$ cat config.mk
export PLATFORM = sky130hd
export DESIGN_NAME = full_adder
export DESIGN_NICKNAME = d
export VERILOG_FILES = /design/src/rtl/full_adder.sv
export SDC_FILE = /design/constraint.sdc
export NUM_CORES = 1
export LEC_CHECK = 0
export CORE_AREA = 8 8 45 47
export CTS_CLUSTER_SIZE = 40
export DETAILED_ROUTE_END_ITERATION = 10
export DIE_AREA = 0 0 53 55
export GPL_TIMING_DRIVEN = 0
export PLACE_DENSITY = 0.35
export SLEW_MARGIN = 20
export SYNTH_ARGS = -nofsm -noshare
export SYNTH_HDL_FRONTEND = slang
export SYNTH_SLANG_ARGS = --single-unit
$ cat constraint.sdc
create_clock -name clk -period 1.3 [get_ports clk]
set_input_delay 0.26 -clock clk [delete_from_list [all_inputs] [get_ports clk]]
set_output_delay 0.26 -clock clk [all_outputs]
set_load 0.005 [all_outputs]
$ cat src/rtl/full_adder.sv
// Registered ripple-carry adder: gate-level full-adder bit cells chained LSB to MSB,
// with the WIDTH+1-bit result {carry, sum} captured in flops.
module full_adder #(
    parameter int WIDTH = 1
) (
    input  logic             clk,
    input  logic             rst,
    input  logic [WIDTH-1:0] a,
    input  logic [WIDTH-1:0] b,
    input  logic             c_in,
    input  logic             in_valid,
    output logic [WIDTH-1:0] sum,
    output logic             carry,
    output logic             out_valid
);

    // Valid protocol: in_valid qualifies a, b and c_in for one edge; there is no
    // ready, so every qualified operand set is taken. out_valid pulses for exactly
    // the cycle after acceptance; otherwise sum/carry hold the last accepted result.

    logic [WIDTH:0]   c;
    logic [WIDTH-1:0] s;
    logic [WIDTH-1:0] p;

    assign c[0] = c_in;

    for (genvar i = 0; i < WIDTH; i++) begin : g_cell
        assign p[i]   = a[i] ^ b[i];
        assign s[i]   = p[i] ^ c[i];
        assign c[i+1] = (a[i] & b[i]) | (c[i] & p[i]);
    end

    // Result flops only load on accepted operands, so unknown operands while idle never reach them.
    always_ff @(posedge clk) begin
        if (rst) begin
            sum       <= '0;
            carry     <= 1'b0;
            out_valid <= 1'b0;
        end else begin
            out_valid <= in_valid;
            if (in_valid) begin
                sum   <= s;
                carry <= c[WIDTH];
            end
        end
    end

endmodule

# Word level (Yosys, flattened, before mapping)
# Index checks and enable logic that the tools add are counted.
# classes
n_bitwise,5
# op_table
op,n
$and 1x1->1,2
$xor 1x1->1,2
$or 1x1->1,1
# word_totals
regBits,3
elab_cells,8

# Longest topological paths before layout
# logic_depth
ltp_word,3
mapped_depth,3
depth_no_buf,3

# Least setup slack after synthesis
# No wires, ideal clock.
# synth_path
path_kind,input to register
startpoint,input a
endpoint,register sum
setup_time_ps,114
t_arrival_ps,881
t_required_ps,1186
setup_slack_ps,305
stages,3
path_buffers,0
cell_sequence,fa_1 mux2i_1 nor2_1
# synth_between
elab_chain_cells,2
# synth_lines
item,line_no,source
start: declaration,8,"input logic [WIDTH-1:0] a,"
$xor 1x1->1,28,assign p[i] = a[i] ^ b[i];
$xor 1x1->1,29,assign s[i] = p[i] ^ c[i];
end signal: assignment,42,sum <= s;
end: declaration,12,"output logic [WIDTH-1:0] sum,"
# Every way passes these cells.
# A chain may end at the register's enable or synchronous reset.

# Final worst setup path
# layout_path
startpoint,input a
endpoint,register sum
# layout_between
elab_chain_cells,2
# layout_lines
item,line_no,source
$xor 1x1->1,28,
$xor 1x1->1,29,
net s,22,logic [WIDTH-1:0] s;
# The timed path passes the listed nets, and every way through them passes these cells.

==> out/results.ini <==
[global_route]
grt_pass1_vias=115
overflow=0
antenna_found_initial=0
grt_pass1_wl_um=455
grt_max_degree=4
track_usage=0.02678

[synth]
synth_cell_type_count=5
ys_ff_latch=3
synthTopCellsByArea=dfxtp_1, fa_1, mux2i_1
synth.most_common_cell=dfxtp_1
async_flop_share=0
ys_warn_count=0
synth-edff-count=0
syn_nets=16
synthFlopType=dfxtp_1
synth_top_area_cell=dfxtp_1
ys_seq_area_frac=0.5275
synth.top_cell.area_share=0.5275
synthTopCellsByCount=dfxtp_1, mux2i_1, nor2_1, fa_1, nor2b_1
post_synth.cell_area_avg_um2=12.65
synthCells=9
synth_area_um2=113.9

[routing]
viasPerCell=2.811
remaining_drc_errors=0
route.detailed.wl_per_inst_um=8.459
routed_wl_um=313
drt_iter0_markers=2
ant_nets=0
dr.pass1.iters=4
routed-via-count=104

[power_and_ir_drop]
power_mw=0.3048
vdd_ir_drop_max_uv=284.6
leakage_nw=0.1164
powerDensity_nw_per_um2=1269

[timing]
hold_violations=0
rsz0062_at_grt=no
hold_slack_ns=0.4895
finalCritPeriodShare=0.9713
finalWorstSetupSlack_ns=0.03736
finalClockSkew_ns=0
min_period_ns=1.263
setup_violations=0
drv_slew=0
tightest_slew_ns=0.1359
relSlewSlack=0.9068
fmax_mhz=792.0

[outcome]
outcome=finished, final reports clean

[placed_design]
placed_cell_area_um2=214.0
placed_cells=33
place_congestion=0.5247
pre_cts_slack_ns=-0.2051
portBuffers=8

[critical_path]
cp_top_family=adder cells
regToRegStartpoint=carry
worst_setup_path_start_kind=input port
crit_buf_inv=1
path_cells=clkdlybuf4s50_1 > fa_1 > mux2i_1 > nor2_1
cp.required_ns=1.42
worstPathArrival_ns=1.38
cpPeakStageDelay_ns=0.49
worst-path-max-fanout=1
startpoint=a
cp-end-kind=flip-flop
slowest_stage=fa_1
worstSetupPathType=in -> reg

[clock_network]
clkTransAtPathRegs_ns=0.03
worstSkewPairLatency_ns=0.23
cts_tree=built
clk_path_buf_depth=2
clock_sinks=3
cts_buffers=3
root_buffer=clkbuf_4
htree_levels=1

[floorplan]
coreArea_um2=1384
rows=14
die_w_um=53
start_util=0.08228
num_io_pins=9
dieArea_um2=2915
die_h_um=55

[cells_and_area]
fin_cells=37
syn_to_final_growth_pct=111.0
fin_nets=29
num_antenna_cells=0
drive_gt1_frac=0.1429
n_fill_cell=154
design_area_um2=240.2

[run]
drv_cap=0

[hold_path]
hp-class=reg -> reg
worstHoldStart=sum

==> cell type report <==
cell class,count,area [µm²],share of cell area
repair buffers,8,80.08,0.3333
flip-flops and latches,3,60.06,0.2500
multi-input cells,6,53.80,0.2240
clock buffers,4,26.28,0.1094
well taps,16,20.02,0.08333
==> power breakdown <==
part | internal [mW] | switching, mW
combinational | 0.0282 | 0.0147
clock | 0.115 | 0.0453
sequential | 0.0994 | 0.00240
==> logic make-up after synthesis <==
| family | after synthesis | share of synthesized area |
|---|---|---|
| simple gates | 3 | 0.1209 |
| flops | 3 | 0.5275 |
| mux | 2 | 0.1758 |
| fa+ha+maj | 1 | 0.1758 |
==> worst register-to-register path: cells and delay by family, from the launching register on <==
kind	cells	cell delay, ns
flops	1	0.30
mux	1	0.13
simple gates	1	0.06
==> cells in the final DEF (no fill, tap or decap), drive strengths merged <==
cell type and instances:
dlymetal6s2s 1, clkbuf 4, nor2 2, dfxtp 3, nor2b 1, mux2i 2, fa 1, clkdlybuf4s50 5
dlygate4sd2 2
==> flip-flops by register name (all words and copies together) (netlist names) <==
signal,flops
carry,1
out_valid,1
sum,1
==> metal layers <==
layer | vias to the layer above | track usage | wire [µm] | share of wire
met5 | - | 0 | 0 | 0
met1 | 42 | 0.02584 | 182 | 0.58
met4 | 0 | 0.02586 | 0 | 0
met3 | 0 | 0.04545 | 67 | 0.21
li1 | 53 | - | - | -
met2 | 9 | 0.01758 | 63 | 0.20
==> final timing paths <==
check,cells past startpoint,to,slack (ns)
worst min register to register,2,sum,0.49
worst max register to register,2,carry,0.71
worst min-delay path,2,sum,0.49
worst max-delay path,4,sum,0.04
==> repair_timing <==
item	4_1_cts	5_1_grt
hold buffers	0	0
resized for setup	2	1
buffers inserted	0	0
endpoints found under the setup margin	2	1
pin swaps	0	0
==> metrics by stage <==
stage                 util  setup TNS (ns)
finish              0.1736               0
global route        0.1736               0
CTS                 0.1718               0
detailed placement  0.1546         -0.3244
global placement    0.1546         -0.2731
floorplan                -               0
Note: power is estimated with default switching activity, not from simulation.
